--- config.mk ---
export PLATFORM = sky130hd
export DESIGN_NAME = dmem_mmio_flat
export DESIGN_NICKNAME = d
export VERILOG_FILES = /design/src/rtl/dmem_mmio_pkg.sv /design/src/rtl/dmem_mmio_if.sv /design/src/rtl/dmem_mmio_sync_fifo.sv /design/src/rtl/dmem_mmio.sv /design/src/flat_wrapper.sv
export SDC_FILE = /design/constraint.sdc
export NUM_CORES = 2
export LEC_CHECK = 0
export BUFFER_PORTS_ARGS = -buffer_cell sky130_fd_sc_hd__buf_2
export CAP_MARGIN = 5
export CORE_MARGIN = 1
export CORE_UTILIZATION = 56
export CTS_CLUSTER_DIAMETER = 150
export CTS_CLUSTER_SIZE = 12
export DETAILED_ROUTE_END_ITERATION = 12
export HOLD_SLACK_MARGIN = 0.03
export PLACE_DENSITY = 0.72
export SETUP_SLACK_MARGIN = 0.4
export SYNTH_ARGS = -nofsm -noshare
export SYNTH_HDL_FRONTEND = slang
export SYNTH_SLANG_ARGS = --single-unit
export TNS_END_PERCENT = 30
--- constraint.sdc ---
create_clock -name CLK -period 4.1 [get_ports CLK]
set_clock_uncertainty 0.05 [all_clocks]
set_input_delay 0.82 -clock CLK [delete_from_list [all_inputs] [get_ports CLK]]
set_output_delay 0.82 -clock CLK [all_outputs]
set_load 0.1 [all_outputs]
--- src/rtl/dmem_mmio_pkg.sv ---
`default_nettype none
// ============================================================================
// dmem_mmio_pkg : register offsets, status layout and region decode helper
// Rev 1.0
// ============================================================================
package dmem_mmio_pkg;

  localparam logic [7:0] OFF_OUT       = 8'h00;
  localparam logic [7:0] OFF_CYCLE     = 8'h04;
  localparam logic [7:0] OFF_TX_DATA   = 8'h08;
  localparam logic [7:0] OFF_TX_STATUS = 8'h0C;
  localparam logic [7:0] OFF_DROPS     = 8'h10;

  localparam int ST_FULL      = 0;
  localparam int ST_EMPTY     = 1;
  localparam int ST_COUNT_LSB = 8;

  typedef enum logic [1:0] {
    REG_RAM  = 2'd0,
    REG_MMIO = 2'd1,
    REG_NONE = 2'd2
  } region_e;

  // RAM takes priority; the peripheral page is matched on Addr[31:8].
  function automatic region_e decode_region(input logic [31:0] addr,
                                            input logic [31:0] ram_bytes,
                                            input logic [23:0] mmio_page);
    region_e r;
    if (addr < ram_bytes)              r = REG_RAM;
    else if (addr[31:8] == mmio_page)  r = REG_MMIO;
    else                               r = REG_NONE;
    return r;
  endfunction

endpackage
`default_nettype wire

--- src/rtl/dmem_mmio_if.sv ---
`default_nettype none
// ============================================================================
// dmem_mmio_if : core load/store bus plus TX byte drain port
// Rev 1.0
// ============================================================================
interface dmem_mmio_if;
  import dmem_mmio_pkg::*;

  logic        MemWrite;
  logic [31:0] Addr;
  logic [31:0] WriteData;
  logic [31:0] ReadData;
  logic [31:0] out_reg;
  logic [7:0]  tx_data;
  logic        tx_valid;
  logic        tx_ready;

  modport master (
    output MemWrite, Addr, WriteData, tx_ready,
    input  ReadData, out_reg, tx_data, tx_valid
  );

  modport slave (
    input  MemWrite, Addr, WriteData, tx_ready,
    output ReadData, out_reg, tx_data, tx_valid
  );
endinterface
`default_nettype wire

--- src/rtl/dmem_mmio_sync_fifo.sv ---
`default_nettype none
// ============================================================================
// sync_fifo : show-ahead synchronous FIFO with registered count/full/empty
// Rev 1.0
// ============================================================================
module sync_fifo
  import dmem_mmio_pkg::*;
#(
  parameter int WIDTH = 8,
  parameter int DEPTH = 8,
  localparam int PW = $clog2(DEPTH),
  localparam int CW = PW + 1
) (
  input  logic             clk,
  input  logic             rst,
  input  logic             push,
  input  logic [WIDTH-1:0] push_data,
  input  logic             pop,
  output logic [WIDTH-1:0] head,
  output logic             full,
  output logic             empty,
  output logic [CW-1:0]    count
);

  logic [WIDTH-1:0] mem_q [DEPTH];
  logic [PW-1:0]    wr_ptr_q, wr_ptr_d;
  logic [PW-1:0]    rd_ptr_q, rd_ptr_d;
  logic [CW-1:0]    count_q, count_d;
  logic             full_q, full_d;
  logic             empty_q, empty_d;
  logic             push_ok;
  logic             pop_ok;

  // Acceptance is judged on start-of-cycle flags, so a pop cannot make room
  // for a push in the same cycle.
  assign push_ok = push && !full_q;
  assign pop_ok  = pop && !empty_q;

  always_comb begin
    wr_ptr_d = wr_ptr_q;
    rd_ptr_d = rd_ptr_q;
    count_d  = count_q;
    if (push_ok) wr_ptr_d = wr_ptr_q + 1'b1;
    if (pop_ok)  rd_ptr_d = rd_ptr_q + 1'b1;
    case ({push_ok, pop_ok})
      2'b10:   count_d = count_q + 1'b1;
      2'b01:   count_d = count_q - 1'b1;
      default: count_d = count_q;
    endcase
    full_d  = (count_d == CW'(DEPTH));
    empty_d = (count_d == '0);
  end

  always_ff @(posedge clk) begin
    if (rst) begin
      wr_ptr_q <= '0;
      rd_ptr_q <= '0;
      count_q  <= '0;
      full_q   <= 1'b0;
      empty_q  <= 1'b1;
    end else begin
      wr_ptr_q <= wr_ptr_d;
      rd_ptr_q <= rd_ptr_d;
      count_q  <= count_d;
      full_q   <= full_d;
      empty_q  <= empty_d;
    end
  end

  always_ff @(posedge clk) begin
    if (!rst && push_ok) mem_q[wr_ptr_q] <= push_data;
  end

  assign head  = empty_q ? '0 : mem_q[rd_ptr_q];
  assign full  = full_q;
  assign empty = empty_q;
  assign count = count_q;

endmodule
`default_nettype wire

--- src/rtl/dmem_mmio.sv ---
`default_nettype none
// ============================================================================
// dmem_mmio : data RAM plus OUT/CYCLE/TX FIFO/DROPS peripheral window
// Rev 1.0
// ============================================================================
module dmem_mmio
  import dmem_mmio_pkg::*;
#(
  parameter int          RAM_WORDS  = 64,
  parameter int          FIFO_DEPTH = 8,
  parameter logic [31:0] MMIO_BASE  = 32'hFFFF_FF00
) (
  input  logic         CLK,
  input  logic         Reset,
  dmem_mmio_if.slave   bus
);

  localparam int AW = $clog2(RAM_WORDS);
  localparam int CW = $clog2(FIFO_DEPTH) + 1;

  region_e        region;
  logic [5:0]     woff;
  logic [AW-1:0]  ram_idx;
  logic           mmio_wr;
  logic           wr_ram, wr_out, wr_cycle, wr_tx, wr_drops;

  logic [31:0]    ram_q [RAM_WORDS];
  logic [31:0]    out_q, out_d;
  logic [31:0]    cycle_q, cycle_d;
  logic [31:0]    drops_q, drops_d;

  logic [7:0]     fifo_head;
  logic           fifo_full, fifo_empty;
  logic [CW-1:0]  fifo_count;
  logic [31:0]    status;
  logic [31:0]    rdata;

  assign region  = decode_region(bus.Addr, 32'(RAM_WORDS * 4), MMIO_BASE[31:8]);
  assign woff    = bus.Addr[7:2];
  assign ram_idx = bus.Addr[AW+1:2];

  assign mmio_wr  = bus.MemWrite && (region == REG_MMIO);
  assign wr_ram   = bus.MemWrite && (region == REG_RAM);
  assign wr_out   = mmio_wr && (woff == OFF_OUT[7:2]);
  assign wr_cycle = mmio_wr && (woff == OFF_CYCLE[7:2]);
  assign wr_tx    = mmio_wr && (woff == OFF_TX_DATA[7:2]);
  assign wr_drops = mmio_wr && (woff == OFF_DROPS[7:2]);

  sync_fifo #(
    .WIDTH (8),
    .DEPTH (FIFO_DEPTH)
  ) u_tx_fifo (
    .clk       (CLK),
    .rst       (Reset),
    .push      (wr_tx),
    .push_data (bus.WriteData[7:0]),
    .pop       (!fifo_empty && bus.tx_ready),
    .head      (fifo_head),
    .full      (fifo_full),
    .empty     (fifo_empty),
    .count     (fifo_count)
  );

  always_comb begin
    out_d   = wr_out ? bus.WriteData : out_q;
    cycle_d = wr_cycle ? bus.WriteData : cycle_q + 32'd1;
    drops_d = drops_q;
    // A push into a full FIFO counts as dropped even if a pop frees a slot.
    if (wr_drops)
      drops_d = '0;
    else if (wr_tx && fifo_full && (drops_q != '1))
      drops_d = drops_q + 32'd1;
  end

  always_ff @(posedge CLK) begin
    if (Reset) begin
      out_q   <= '0;
      cycle_q <= '0;
      drops_q <= '0;
    end else begin
      out_q   <= out_d;
      cycle_q <= cycle_d;
      drops_q <= drops_d;
    end
  end

  always_ff @(posedge CLK) begin
    if (!Reset && wr_ram) ram_q[ram_idx] <= bus.WriteData;
  end

  always_comb begin
    status               = '0;
    status[ST_FULL]      = fifo_full;
    status[ST_EMPTY]     = fifo_empty;
    status[ST_COUNT_LSB +: 8] = 8'(fifo_count);
  end

  always_comb begin
    rdata = '0;
    case (region)
      REG_RAM:  rdata = ram_q[ram_idx];
      REG_MMIO: begin
        if      (woff == OFF_OUT[7:2])       rdata = out_q;
        else if (woff == OFF_CYCLE[7:2])     rdata = cycle_q;
        else if (woff == OFF_TX_STATUS[7:2]) rdata = status;
        else if (woff == OFF_DROPS[7:2])     rdata = drops_q;
        else                                 rdata = '0;
      end
      default:  rdata = '0;
    endcase
  end

  assign bus.ReadData = rdata;
  assign bus.out_reg  = out_q;
  assign bus.tx_data  = fifo_head;
  assign bus.tx_valid = !fifo_empty;

endmodule
`default_nettype wire

--- src/flat_wrapper.sv ---
// flat-port wrapper written by rule: the top's interface ports become plain ports
module dmem_mmio_flat import dmem_mmio_pkg::*;
#(
  parameter int          RAM_WORDS  = 64,
  parameter int          FIFO_DEPTH = 8,
  parameter logic [31:0] MMIO_BASE  = 32'hFFFF_FF00
)
  (CLK, Reset, bus_MemWrite, bus_Addr, bus_WriteData, bus_tx_ready, bus_ReadData, bus_out_reg, bus_tx_data, bus_tx_valid);
  dmem_mmio_if bus_i ();
  input  logic CLK;
  input  logic Reset;
  input wire logic [$bits(bus_i.MemWrite)-1:0] bus_MemWrite;
  input wire logic [$bits(bus_i.Addr)-1:0] bus_Addr;
  input wire logic [$bits(bus_i.WriteData)-1:0] bus_WriteData;
  input wire logic [$bits(bus_i.tx_ready)-1:0] bus_tx_ready;
  output wire logic [$bits(bus_i.ReadData)-1:0] bus_ReadData;
  output wire logic [$bits(bus_i.out_reg)-1:0] bus_out_reg;
  output wire logic [$bits(bus_i.tx_data)-1:0] bus_tx_data;
  output wire logic [$bits(bus_i.tx_valid)-1:0] bus_tx_valid;
  assign bus_i.MemWrite = bus_MemWrite;
  assign bus_i.Addr = bus_Addr;
  assign bus_i.WriteData = bus_WriteData;
  assign bus_i.tx_ready = bus_tx_ready;
  assign bus_ReadData = bus_i.ReadData;
  assign bus_out_reg = bus_i.out_reg;
  assign bus_tx_data = bus_i.tx_data;
  assign bus_tx_valid = bus_i.tx_valid;
  dmem_mmio #(.RAM_WORDS(RAM_WORDS), .FIFO_DEPTH(FIFO_DEPTH), .MMIO_BASE(MMIO_BASE)) u_core (.CLK(CLK), .Reset(Reset), .bus(bus_i));
endmodule
Word level (Yosys, flattened, before mapping)
Memories as Yosys holds them, arrays and structs flattened. A register that Yosys moved wholly into a read port is not among the register bits.
Index checks and enable logic that the tools add are counted.
{"block": "word_totals", "mem_count": 2, "ram_bits": 2112, "ff_bits": 108, "inputBits": 68, "out_inout_bits": 73, "elab_cells": 63}
{"block": "classes", "n_reduce_logical": 20, "magnitude_cmp": 1, "n_eq_ne": 10, "addsub": 6, "mux": 16}
{"memory": "u_core.ram_q", "depth": 64, "width": 32, "read_ports": 1, "rd_clocked_by_memory_dff": 0, "write_ports": 1, "line_no": "dmem_mmio.sv:27", "source": "logic [31:0] ram_q [RAM_WORDS];"}
{"memory": "u_core.u_tx_fifo.mem_q", "depth": 8, "width": 8, "read_ports": 1, "rd_clocked_by_memory_dff": 1, "write_ports": 1, "line_no": "dmem_mmio_sync_fifo.sv:25", "source": "logic [WIDTH-1:0] mem_q [DEPTH];"}
{"operator": "2-to-1 mux 32 bit", "n": 5}
{"operator": "adder 32 x 1 -> 32 bit (second input constant)", "n": 2}
{"operator": "one-hot mux 32 bit (2 select lines)", "n": 1}
{"operator": "less-than comparator 32 x 9 -> 1 bit (second input constant)", "n": 1}
{"operator": "inequality test 32 bit (second input constant)", "n": 1}
{"operator": "== test 24 bit (second input constant)", "n": 1}
{"operator": "logical AND 1 bit", "n": 13}
{"operator": "== test 6 x 2 -> 1 bit (second input constant)", "n": 2}
{"operator": "2-to-1 mux 8 bit", "n": 1}
{"operator": "one-hot mux 4 bit (2 select lines)", "n": 1}
{"operator": "adder 3 x 1 -> 3 bit (second input constant)", "n": 2}
{"operator": "== test 6 x 1 -> 1 bit (second input constant)", "n": 1}
{"operator": "== test 6 x 3 -> 1 bit (second input constant)", "n": 1}
{"operator": "zero test 6 bit", "n": 1}
{"operator": "2-to-1 mux 3 bit", "n": 2}
{"operator": "adder 4 x 1 -> 4 bit (second input constant)", "n": 1}
{"operator": "== test 2 x 1 -> 1 bit (second input constant)", "n": 2}
{"operator": "== test 4 bit (second input constant)", "n": 1}
{"operator": "zero test 4 bit", "n": 1}
{"operator": "2-to-1 mux 1 bit", "n": 4}
{"operator": "2-to-1 mux 2 bit", "n": 2}
{"operator": "subtractor 4 x 1 -> 4 bit (second input constant)", "n": 1}
{"operator": "zero test 1 bit", "n": 3}
{"operator": "== test 2 bit (second input constant)", "n": 1}
{"operator": "other kinds (2)", "n": 2}

Depth between registers and ports, before layout
{"block": "logic_depth", "word_depth": 10, "mapped_depth": 15, "depth_no_buf": 11}

Cells and area by module
Synthesis repeated with hierarchy kept, for this count alone.
{"block": "unflattened", "hier_cells": 4458, "hier_area_um2": 86904.6}
{"mod": "dmem_mmio", "area_each_um2": 83766.6, "instances": 1, "seq_area_each_um2": 63420.8, "cells_per_inst": 4280}
{"mod": "sync_fifo", "area_each_um2": 3138.0, "instances": 1, "seq_area_each_um2": 2222.1, "cells_per_inst": 178}

Worst setup path after synthesis
Ideal clock, no wire load.
{"block": "synth_path", "path_type": "input-to-output", "from": "in bus_Addr[2]", "to": "out bus_ReadData[10]", "n_path_buf": 5, "slack_ns": -1.297, "path_stages": 10, "t_arrival_ns": 4.527, "required_ns": 3.230, "path_cell_list": "buf_4 -> buf_6 -> buf_6 -> buf_6 -> buf_6 -> mux2i_1 -> a32o_1 -> o31ai_1 -> o21ai_0 -> o32ai_1"}
{"block": "synth_via", "elab_chain_cells": 6, "elab_cells_between_ends": 14, "classes_between": "order compare (1); eq/ne (4); mux (6); reduce/logical (2); memory (1)"}
{"element": "start: declaration", "line_no": "flat_wrapper.sv:13", "source": "input wire logic [$bits(bus_i.Addr)-1:0] bus_Addr;"}
{"element": "branches (longest 5 deep; another with less-than comparator 32 x 9 -> 1 bit)"}
{"element": "one-hot mux 32 bit (2 select lines) (*)", "line_no": "dmem_mmio.sv:100", "source": "case (region)"}
{"element": "end: declaration", "line_no": "flat_wrapper.sv:16", "source": "output wire logic [$bits(bus_i.ReadData)-1:0] bus_ReadData;"}
Every way passes the cells marked *.

Worst setup path in the final report
{"block": "layout_path", "from": "in bus_Addr[2]", "to": "out bus_ReadData[17]"}
The elaborated chain is that of the path after synthesis.

==> impl_metrics.ini <==
[drt]
route.detailed.drc = 0
drtPass1Iterations = 7
vias = 49100
final_antenna_net_count = 0
drt_iter0_drc = 7979
via_per_inst = 6.91
routed_wl_um = 256000
wl_per_cell_um = 36.0

[global_routing]
grtUsageTotal_pct = 32.6
grt_pass1_vias = 47400
overflow = 0
grt_start_max_net_pins = 67
grt_pass1_wl_um = 355000
antenna_found_initial = 15

[floorplan]
rows = 144
die_x_um = 396
dieArea_sq_um = 157000
pin_count = 141
start_util_pct = 56.4
core_sq_um = 154000
die_h_um = 396

[power]
irDropWorstVdd_mv = 0.434
p_per_area_nw_per_um2 = 430
finalPower_mw = 44.3
p_leak_nw = 33.0

[synthesis]
ys_warn_count = 0
synth_async_sr_flop_share_pct = 0
synth_xor_area_share_pct = 0.353
ys_types = 78
ys.flop_type = edfxtp_1
ys_seq_area_share_pct = 75.6
yosys.area_share.simple_pct = 3.91
synth_edf_count = 2112
synth_top_family_by_area = multiplexers
syn_inst = 4285
ys_seq_elements = 2223
synth.area.mux_share_pct = 14.9
synth.avg_cell_area_sq_um = 20.3
syn_nets = 4360
synth-compound-area-share_pct = 3.53
syn_area_sq_um = 86800
synthAdderAreaFrac_pct = 0.101

[clock_network]
cts_hold_buffers = 0
cts_tree = yes
clkTransAtPathRegs_ns = 0.06
cts_buffer_depth = 3
clkLatencyLatePin_ns = 0.86
htreeDepth = 4
cts-root-buf = clkbuf_16
numCtsBuffers = 203
cts_sinks = 2223

[worst_setup_path]
critical_path_class = in2out
rr_worst_depth = 10
arrival_ns = 3.22
cp-start-kind = primary input
crit_path_max_fanout = 7
r2r-end = u_core.u_tx_fifo.empty$_SDFF_PP1_
timing.rr.start = u_core.u_tx_fifo.full$_SDFF_PP0_
cp.required_ns = 3.23
critPathMaxStageDelay_ns = 0.69
reg2reg_slack_ns = 1.16
cp_slowest_cell = a311oi_1
crit_chain = buf_16, buf_12, buf_16, buf_12, buf_4, mux4_2, nand2_1, a311oi_1, a31o_2, buf_12
setup.worst_path.end_class = output pin
cpMostUsedCell = buf_12

[sta]
tightest_slew_ns = 1.32
rsz0062_at_grt = yes
timing.final.ws_setup_ns = 0.0129
max_freq_ghz = 0.245
post-route-period-util_pct = 99.7
period_minus_slack_ns = 4.09
maxSlewViolCount = 0
timing.final.hold_violations = 0
finalSetupViolations = 0
relSlewSlack_pct = 12.3

[cells_and_area]
final_common_cell = edfxtp_1
largest-register = u_core.ram_q
largest_reg_flops = 2048
final_cell_mix = edfxtp_1, mux4_2, buf_4, nand2_1, clkbuf_16
layoutNonFillerInstCount = 7104
fin_nets = 5090
reg_top3 = u_core.ram_q (2048), u_core.u_tx_fifo.mem_q (64)
drive_gt1_share_pct = 34.4
area_delta_synth_final_pct = 18.4

[min_path]
hold_class = in2reg
hold_start = bus_WriteData[14]
holdPathStages = 1
hold_path_end = u_core.ram_q[1][14]$_DFFE_PP_

[placed_design]
place_congestion = 0.946
pre_cts_slack_ns = -0.269
placed_cells = 6754
io_buffers = 138
dp.final_hpwl_um = 161000

[run]
drv_cap = 0

[outcome]
status = finished clean
-- synth_stat cells (all sizes together) (20+ instances only) --
cell type / number / area share [%]
edfxtp: 2112 / 73
mux4: 514 / 13
nand2: 239 / 1.0
nor2: 164 / 0.71
buf: 137 / 1.1
clkbuf: 126 / 0.54
mux2i: 114 / 1.3
dfxtp: 111 / 2.6
o22ai: 77 / 0.55
a21oi: 70 / 0.40
nand3: 49 / 0.30
nand4: 44 / 0.37
a211oi: 43 / 0.37
nor4: 30 / 0.24
a22oi: 29 / 0.25
a222oi: 26 / 0.30
or4: 25 / 0.22
o21ai: 24 / 0.14
o31ai: 22 / 0.19
xnor2: 21 / 0.21
a32oi: 20 / 0.20
-- critical path, delay by kind of cell --
family                 cells  cell delay [ns]
buffers and inverters      6             0.95
AO/OA/AOI/OAI              2             1.03
AND/OR/NAND/NOR            1             0.06
multiplexers               1             0.33
-- power breakdown --
part / leakage [nW] / switching [mW] / internal (mW)
registers: 19.9 / 0.00389 / 24.8
clock network: 2.69 / 7.91 / 8.99
logic: 10.5 / 1.49 / 1.04
total: 33.0 / 9.41 / 34.9
-- timing repair --
action                     CTS  global route
gates cloned                 6             5
setup buffers               30            58
pin swaps                   27            29
setup endpoints to repair   35            35
hold endpoints to repair     0             0
gates resized for setup     95            71
-- per-stage QoR --
stage,hold slack (ns),setup TNS [ns],area [sq um],util [%]
3_5_place_dp,0.430,-2.67,95500,62.0
3_3_place_gp,0.426,-2.05,95500,62.0
5_1_grt,0.304,0,103000,66.8
4_1_cts,0.266,0,102000,66.2
6_report,0.301,0,103000,66.8
2_1_floorplan,0.401,-13.80,87400,-
-- worst max path at each step --
stage,depth (start not counted),from,to
finish,10,bus_Addr[2],bus_ReadData[17]
global route,10,bus_Addr[2],bus_ReadData[8]
CTS,10,bus_Addr[2],bus_ReadData[4]
detailed placement,10,bus_Addr[2],bus_ReadData[16]
global placement,10,bus_Addr[2],bus_ReadData[16]
floorplan,7,bus_Addr[29],u_core.ram_q[10][0]$_DFFE_PP_
-- layout make-up --
cell class              instances  area, sq um
clock buffers                 234         5260
flip-flops and latches       2223        65600
repair buffers                788         7860
clock inverters                12          277
inverters                       9         38.8
multi-input cells            1790        21200
well taps                    2044         2560
diodes                          4         10.0
fillers                      9575        51200
-- logic make-up (layout without fill, tap and decap cells) --
kind of cell    count (synthesis)  in the layout
fa+ha+maj                       7              7
flops                        2223           2223
buf+inv                       272           1043
simple gates                  683            683
mux                           645            645
other cells                     0              4
xor+xnor                       35             35
compound gates                420            420
-- metal layers --
| layer | wire (um) | up-vias | track usage, % |
|---|---|---|---|
| met4 | 10600 | 8 | 12.2 |
| met1 | 92200 | 25500 | 45.0 |
| met5 | 40 | - | 0 |
| met3 | 31900 | 557 | 7.66 |
| met2 | 121000 | 3709 | 50.9 |
| li1 | - | 19300 | - |
No activity file was read; power rests on OpenSTA's default activity.
